<file path="config.mk">
export PLATFORM = sky130hd
export DESIGN_NAME = interp_error_monitor
export DESIGN_NICKNAME = d
export VERILOG_FILES = /design/src/rtl/interp_pkg.sv /design/src/rtl/interp_error_monitor_err_tracker.sv /design/src/rtl/interp_error_monitor.sv
export SDC_FILE = /design/constraint.sdc
export NUM_CORES = 1
export LEC_CHECK = 0
export CORE_MARGIN = 2
export CORE_UTILIZATION = 45
export DETAILED_ROUTE_END_ITERATION = 12
export PLACE_DENSITY_LB_ADDON = 0.12
export RECOVER_POWER = 100
export SLEW_MARGIN = 15
export SYNTH_ARGS = -nofsm -noshare
export SYNTH_HDL_FRONTEND = slang
export SYNTH_HIERARCHICAL = 1
export SYNTH_SLANG_ARGS = --single-unit
</file>
<file path="constraint.sdc">
create_clock -name clk -period 3.5 [get_ports clk]
set_clock_uncertainty 0.1 [all_clocks]
set_input_delay 1.05 -clock clk [delete_from_list [all_inputs] [get_ports clk]]
set_output_delay 1.05 -clock clk [all_outputs]
set_load 0.05 [all_outputs]
</file>
<file path="src/rtl/interp_pkg.sv">
// Shared definitions for the interpolation error monitor: data width,
// controller states and the absolute-difference helper.
package interp_pkg;

    localparam int DATA_W = 8;

    typedef enum logic [1:0] {
        IDLE   = 2'd0,
        ACCUM  = 2'd1,
        DRAIN  = 2'd2,
        REPORT = 2'd3
    } state_t;

    // One extra bit keeps the unsigned difference signed without wrap; the
    // magnitude of two DATA_W-bit values always fits back into DATA_W bits.
    function automatic logic [DATA_W-1:0] abs_diff(input logic [DATA_W-1:0] a,
                                                   input logic [DATA_W-1:0] b);
        logic signed [DATA_W:0] d;
        logic signed [DATA_W:0] n;
        d = $signed({1'b0, a}) - $signed({1'b0, b});
        n = -d;
        return d[DATA_W] ? n[DATA_W-1:0] : d[DATA_W-1:0];
    endfunction

endpackage

</file>
<file path="src/rtl/interp_error_monitor_err_tracker.sv">
// Per-method error statistics: running error sum plus the largest error and
// the x where that maximum was first seen.
module err_tracker
    import interp_pkg::*;
#(
    parameter int WIDTH = DATA_W,
    parameter int SUM_W = 16
) (
    input  logic             clk,
    input  logic             rst,
    input  logic             clr_i,
    input  logic             vld_i,
    input  logic [WIDTH-1:0] err_i,
    input  logic [WIDTH-1:0] x_i,
    output logic [SUM_W-1:0] sum_o,
    output logic [WIDTH-1:0] max_o,
    output logic [WIDTH-1:0] max_x_o
);

    logic [SUM_W-1:0] sum_q, sum_d;
    logic [WIDTH-1:0] max_q, max_d;
    logic [WIDTH-1:0] max_x_q, max_x_d;

    always_comb begin
        sum_d   = sum_q;
        max_d   = max_q;
        max_x_d = max_x_q;
        if (clr_i) begin
            sum_d   = '0;
            max_d   = '0;
            max_x_d = '0;
        end else if (vld_i) begin
            sum_d = sum_q + SUM_W'(err_i);
            // Strictly greater keeps the earliest x on ties.
            if (err_i > max_q) begin
                max_d   = err_i;
                max_x_d = x_i;
            end
        end
    end

    always_ff @(posedge clk) begin
        if (rst) begin
            sum_q   <= '0;
            max_q   <= '0;
            max_x_q <= '0;
        end else begin
            sum_q   <= sum_d;
            max_q   <= max_d;
            max_x_q <= max_x_d;
        end
    end

    assign sum_o   = sum_q;
    assign max_o   = max_q;
    assign max_x_o = max_x_q;

endmodule

</file>
<file path="src/rtl/interp_error_monitor.sv">
// Measures linear and quadratic interpolation error against the exact value
// over a window of samples and reports sums and maxima via valid/ack.
module interp_error_monitor
    import interp_pkg::*;
#(
    parameter int WIDTH  = DATA_W,
    parameter int WINDOW = 256,
    parameter int SUM_W  = WIDTH + $clog2(WINDOW)
) (
    input  logic             clk,
    input  logic             rst,
    input  logic             start,
    input  logic             sample_valid,
    input  logic [WIDTH-1:0] x_input,
    input  logic [WIDTH-1:0] y_output_linear,
    input  logic [WIDTH-1:0] y_output_quadratic,
    input  logic [WIDTH-1:0] y_output_exact,
    input  logic             result_ack,
    output logic             busy,
    output logic             result_valid,
    output logic [SUM_W-1:0] sum_err_linear,
    output logic [SUM_W-1:0] sum_err_quadratic,
    output logic [WIDTH-1:0] max_err_linear,
    output logic [WIDTH-1:0] max_err_quadratic,
    output logic [WIDTH-1:0] max_x_linear,
    output logic [WIDTH-1:0] max_x_quadratic,
    output logic             quadratic_better
);

    localparam int CNT_W = $clog2(WINDOW) + 1;

    state_t           state_q, state_d;
    logic [CNT_W-1:0] cnt_q, cnt_d;
    logic             drain_q, drain_d;
    logic             accept, clr, rpt_load;

    // The counter saturates at WINDOW so the cycle after the last accepted
    // sample ignores sample_valid while the FSM moves on to DRAIN.
    assign accept   = (state_q == ACCUM) && sample_valid && (cnt_q != CNT_W'(WINDOW));
    assign clr      = (state_q == IDLE) && start;
    assign rpt_load = (state_q == DRAIN) && drain_q;

    always_comb begin
        state_d = state_q;
        cnt_d   = cnt_q;
        drain_d = drain_q;
        case (state_q)
            IDLE: begin
                if (start) begin
                    state_d = ACCUM;
                    cnt_d   = '0;
                end
            end
            ACCUM: begin
                if (accept) begin
                    cnt_d = cnt_q + 1'b1;
                end
                if (cnt_q == CNT_W'(WINDOW)) begin
                    state_d = DRAIN;
                    drain_d = 1'b0;
                end
            end
            DRAIN: begin
                if (drain_q) begin
                    state_d = REPORT;
                end else begin
                    drain_d = 1'b1;
                end
            end
            REPORT: begin
                if (result_ack) begin
                    state_d = IDLE;
                end
            end
            default: state_d = IDLE;
        endcase
    end

    always_ff @(posedge clk) begin
        if (rst) begin
            state_q <= IDLE;
            cnt_q   <= '0;
            drain_q <= 1'b0;
        end else begin
            state_q <= state_d;
            cnt_q   <= cnt_d;
            drain_q <= drain_d;
        end
    end

    logic             vld_p1_q;
    logic [WIDTH-1:0] x_p1_q, lin_p1_q, quad_p1_q, ex_p1_q;
    logic             vld_p2_q;
    logic [WIDTH-1:0] x_p2_q, err_lin_p2_q, err_quad_p2_q;

    always_ff @(posedge clk) begin
        if (rst) begin
            vld_p1_q      <= 1'b0;
            x_p1_q        <= '0;
            lin_p1_q      <= '0;
            quad_p1_q     <= '0;
            ex_p1_q       <= '0;
            vld_p2_q      <= 1'b0;
            x_p2_q        <= '0;
            err_lin_p2_q  <= '0;
            err_quad_p2_q <= '0;
        end else begin
            // Stage 1: capture accepted sample
            vld_p1_q <= accept;
            if (accept) begin
                x_p1_q    <= x_input;
                lin_p1_q  <= y_output_linear;
                quad_p1_q <= y_output_quadratic;
                ex_p1_q   <= y_output_exact;
            end
            // Stage 2: absolute errors
            vld_p2_q <= vld_p1_q;
            if (vld_p1_q) begin
                x_p2_q        <= x_p1_q;
                err_lin_p2_q  <= abs_diff(lin_p1_q, ex_p1_q);
                err_quad_p2_q <= abs_diff(quad_p1_q, ex_p1_q);
            end
        end
    end

    // Stage 3: accumulate sums and maxima
    logic [SUM_W-1:0] acc_sum_lin, acc_sum_quad;
    logic [WIDTH-1:0] acc_max_lin, acc_max_quad, acc_mx_lin, acc_mx_quad;

    err_tracker #(.WIDTH(WIDTH), .SUM_W(SUM_W)) u_trk_lin (
        .clk     (clk),
        .rst     (rst),
        .clr_i   (clr),
        .vld_i   (vld_p2_q),
        .err_i   (err_lin_p2_q),
        .x_i     (x_p2_q),
        .sum_o   (acc_sum_lin),
        .max_o   (acc_max_lin),
        .max_x_o (acc_mx_lin)
    );

    err_tracker #(.WIDTH(WIDTH), .SUM_W(SUM_W)) u_trk_quad (
        .clk     (clk),
        .rst     (rst),
        .clr_i   (clr),
        .vld_i   (vld_p2_q),
        .err_i   (err_quad_p2_q),
        .x_i     (x_p2_q),
        .sum_o   (acc_sum_quad),
        .max_o   (acc_max_quad),
        .max_x_o (acc_mx_quad)
    );

    logic [SUM_W-1:0] sum_lin_q, sum_quad_q;
    logic [WIDTH-1:0] max_lin_q, max_quad_q, mx_lin_q, mx_quad_q;
    logic             qbetter_q;

    // Results are frozen on entry to REPORT and kept until the next report.
    always_ff @(posedge clk) begin
        if (rst) begin
            sum_lin_q  <= '0;
            sum_quad_q <= '0;
            max_lin_q  <= '0;
            max_quad_q <= '0;
            mx_lin_q   <= '0;
            mx_quad_q  <= '0;
            qbetter_q  <= 1'b0;
        end else if (rpt_load) begin
            sum_lin_q  <= acc_sum_lin;
            sum_quad_q <= acc_sum_quad;
            max_lin_q  <= acc_max_lin;
            max_quad_q <= acc_max_quad;
            mx_lin_q   <= acc_mx_lin;
            mx_quad_q  <= acc_mx_quad;
            qbetter_q  <= (acc_sum_quad < acc_sum_lin);
        end
    end

    assign busy              = (state_q == ACCUM) || (state_q == DRAIN);
    assign result_valid      = (state_q == REPORT);
    assign sum_err_linear    = sum_lin_q;
    assign sum_err_quadratic = sum_quad_q;
    assign max_err_linear    = max_lin_q;
    assign max_err_quadratic = max_quad_q;
    assign max_x_linear      = mx_lin_q;
    assign max_x_quadratic   = mx_quad_q;
    assign quadratic_better  = qbetter_q;

endmodule

</file>
==> implementation parameters <==
Parameter                              Value

Outcome
  Run status ... finished, violations left
  Violated checks ... capacitance limit, slew limit

Cells and area
  Register cell area after layout ... 0.003984 mm2
  Final #Nets ... 1,402
  Antenna diodes ... 0
  Multi-input logic area ... 0.005480 mm2
  Share of final-layout standard cells stronger than drive strength 1 ... ~5.5%
  Cell Count, Final, Fillers Out ... 1,582
  Post-route standard cell area excluding fillers ... 0.01172 mm2
  Area Growth Syn to Fin ... 18.14%
  Fillcell total ... between 2,000 and 2,500

Worst setup path
  Critical Path, Cell by Cell ... inv_1 -> ha_1 -> dlygate4sd3_1
  Biggest cell delay along the critical path ... around 0.87 ns
  Buffering stage count on the worst path with inverters included ... 2
  Kind of end point of the critical path ... output pin
  Highest-delay cell along the critical path ... sky130_fd_sc_hd__dlygate4sd3_1
  Type of the worst setup path ... flip-flop to output pin
  Data required, critical path ... 2.35 ns
  Nature of the critical path startpoint ... flip-flop
  Largest fanout on the critical path ... 4
  Critical path's top delay family ... buffers and inverters
  Crit path DAT ... about 2.1 ns

Global route
  Global-route usage over all layers ... between 20% and 30%
  Via count of the first global-routing pass ... 7,733
  Global-route wire length before repair ... 38,770 um
  Maximum number of pins on one net before global-route repair ... 79
  Remaining global-route overflow ... 0
  Antenna violations before repair ... 0

Drt
  Final antenna-violating net count ... 0
  Routed wire length ... 23,250 um
  Number of vias in the routed layout ... between 8,000 and 9,000
  DR pass1 iterations ... 5
  Vias per cell ... 5.335
  Number of DRC violations after detailed routing ... 0
  Routed wire length per instance ... 14.70 um
  Initial DRC count ... 471

Yosys
  Fraction of registers with async set/reset ... 0%
  Count of synthesis-stage warnings from yosys ... 6
  #FFs+latches synth ... 199
  Share of Yosys cell area claimed by the top area cell type ... between 40% and 50%
  Synth top cells by count ... sky130_fd_sc_hd__nand2_1 (242), sky130_fd_sc_hd__dfxtp_1 (199), sky130_fd_sc_hd__a21oi_1 (154)
  Share of synthesized area occupied by flip-flops and latches ... 40.15%
  Total standard cell area after synthesis ... 0.009923 mm2
  Post-synthesis instance total ... 1,213
  Unique cell type count in the Yosys netlist ... 72
  Most repeated cell in the gate-level netlist after synthesis ... sky130_fd_sc_hd__nand2_1
  Top cell type by total area after synthesis ... sky130_fd_sc_hd__dfxtp_1
  Flip-flop cell with the highest count after synthesis ... sky130_fd_sc_hd__dfxtp_1
  Average size of a mapped cell ... 8.181 um2
  Largest cells by area after synthesis ... sky130_fd_sc_hd__dfxtp_1 (40%), sky130_fd_sc_hd__nand2_1 (9.2%), sky130_fd_sc_hd__ha_1 (9.1%)
  Number of nets in the synthesized netlist ... roughly 1,300
  Number of synthesized flops with an enable pin ... 0

Min path
  Tightest Hold Check Type ... flip-flop to flip-flop

STA
  Max Transition Viols Final ... 30
  Total count of hold-check failures in the final report ... 0
  TNS Setup ... 0 ns
  Crit share post-route ... 91.95%
  RSZ-0062 raised after global routing ... false
  Worst slew slack as a fraction of its limit ... -3.818%
  Number of setup violations in the final report ... 0
  Worst slew pin tran ... around 1.6 ns
  Tmin final ... 3.218 ns
  F_max ... 310.7 MHz

Power
  Lkg Pwr ... 4.395 nW
  Share of power burned in combinational logic ... 30.5%
  Sw Pwr ... 2.185 mW
  Clock network fraction of total power ... 30.5%
  Share of total power in sequential cells ... 39.0%
  Worst vdd ir ... approximately 0.00036 V
  Internal portion of total power ... 4.148 mW
  Fraction of power spent switching nets ... 34.50%
  Power per unit of standard cell area ... 540.1 mW/mm2

Floorplanning
  Die Y-Extent ... 152.5 um
  Die outline area ... 0.02326 mm2
  Chip Width ... 152.5 um
  Standard-cell row count ... 54
  Area of the placeable core ... 0.02176 mm2
  Starting density of the core ... 45.61%
  I/O pins ... approximately 100

Clock network
  Clock transition time at the flip-flop clock pins of the worst setup and hold paths ... 0.08 ns
  Worst-Skew Late Latency ... 0.43 ns
  Cts bufs inserted ... 17
  Buffers inserted by post-CTS timing repair ... 0
  CTS Sinks ... 199
  Number of levels in the clock H-tree ... 4
  Hold buffer count at CTS ... 0
  Deepest clock path buffer count ... 2
  Clock tree from TritonCTS ... built
  Clk Tree Root Cell ... sky130_fd_sc_hd__clkbuf_16
  Cts repair resizes ... 0

Placed design
  Placed cell area ... approximately 0.011 mm2
  Number of port buffers ... 103
  Number of placed cells counting well taps ... 1,550
  Final estimated routing congestion in global placement ... 0.8577
  Detail Placement HPWL ... roughly 17,000 um

Job
  Number of max-capacitance violations reported ... 1
worst reg2reg max path: cells and delay by family, from the launching register on:
family | cells | cell delay, ns
AO/OA/AOI/OAI | 1 | 0.13
AND/OR/NAND/NOR | 2 | 1.35
flip-flops | 1 | 0.33
adder cells (fa/ha/maj) | 1 | 0.26
buffers and inverters | 2 | 0.65
final timing paths:
kind                                                      endpoint                              start  slack (ns)  depth (start not counted)
worst max-delay path                                          busy            state_q[1]$_SDFFE_PP0P_        0.28                          3
worst min-delay path             sum_err_quadratic[4]$_SDFFE_PP0P_  sum_err_quadratic[4]$_SDFFE_PP0P_        0.35                          2
worst max register to register  sum_err_quadratic[10]$_SDFFE_PP0P_            state_q[0]$_SDFFE_PP0P_        0.60                          6
worst min register to register   sum_err_quadratic[4]$_SDFFE_PP0P_  sum_err_quadratic[4]$_SDFFE_PP0P_        0.35                          2
stage by stage:
step	utilization [%]	setup slack, ns	hold slack, ns	power, mW
final	53.89	0.2818	0.3499	6.332
after global routing	53.89	0.1807	0.3711	6.744
after CTS	54.01	0.3061	0.3516	6.424
after detailed placement	51.35	0.5607	0.3467	4.475
after global placement	51.35	0.5790	0.3425	4.451
after floorplan	-	1.062	0.3322	4.043
power groups by stage:
stage,sequential [mW],clock [mW],combinational [mW]
floorplan,2.48,0,1.56
CTS,2.47,1.99,1.96
global placement,2.52,0,1.93
global route,2.48,2.07,2.19
finish,2.47,1.93,1.93
detailed placement,2.52,0,1.95
cell usage in the layout, fill, tap and decap left out, types with 9 or more instances in the layout:
cell,n
sky130_fd_sc_hd__nand2b_1,10
sky130_fd_sc_hd__o211ai_1,10
sky130_fd_sc_hd__nor3_1,12
sky130_fd_sc_hd__clkbuf_16,17
sky130_fd_sc_hd__nor2_1,69
sky130_fd_sc_hd__xor2_1,20
sky130_fd_sc_hd__dfxtp_1,199
sky130_fd_sc_hd__dlygate4sd3_1,68
sky130_fd_sc_hd__xnor2_1,18
sky130_fd_sc_hd__nand4_1,10
sky130_fd_sc_hd__ha_1,72
sky130_fd_sc_hd__a211oi_1,17
sky130_fd_sc_hd__clkdlybuf4s50_1,34
sky130_fd_sc_hd__inv_1,62
sky130_fd_sc_hd__mux2i_1,22
sky130_fd_sc_hd__o21ai_0,52
sky130_fd_sc_hd__nand2_1,242
sky130_fd_sc_hd__o21a_1,9
sky130_fd_sc_hd__a21o_1,13
sky130_fd_sc_hd__a21oi_1,154
sky130_fd_sc_hd__buf_4,9
sky130_fd_sc_hd__nand3_1,48
logic make-up (layout without fill, tap and decap cells):
kind of cell | after synthesis | after routing | synth area share, %
and+or+nand+nor | 451 | 451 | 20.58
AOI/OAI and AO/OA | 309 | 309 | 19.30
DFF | 199 | 199 | 40.15
buffers and inverters | 118 | 207 | 4.514
adders and majority gates | 76 | 76 | 9.885
xor gates and xnor gates | 38 | 38 | 3.354
muxes | 22 | 22 | 2.219
registers in the layout, summed over array words and instances, names as in the netlist, 2 cells and up:
register / cells
max_x_linear: 8
x_p1_q: 8
u_trk_quad/max_x_o: 8
err_lin_p2_q: 8
lin_p1_q: 8
u_trk_quad/sum_o: 16
u_trk_lin/max_x_o: 8
err_quad_p2_q: 8
quad_p1_q: 8
state_q: 2
ex_p1_q: 8
sum_err_linear: 16
u_trk_lin/sum_o: 16
sum_err_quadratic: 16
max_x_quadratic: 8
max_err_quadratic: 8
u_trk_quad/max_o: 8
cnt_q: 9
max_err_linear: 8
u_trk_lin/max_o: 8
x_p2_q: 8
area by class of cell:
class	instances	share of cell area, %
clock inverter	13	1.153
multi-input combinational	896	46.75
inverter	62	1.985
timing repair buffer	113	9.370
tap	280	2.988
clock buffer	19	3.778
sequential	199	33.98
layer usage:
layer  share of wire, %  track usage, %
met3                3.1           3.015
met5                  0               0
met4                1.2           4.762
met1                 48           26.95
met2                 48           34.02
No activity file was read; power rests on OpenSTA's default activity.
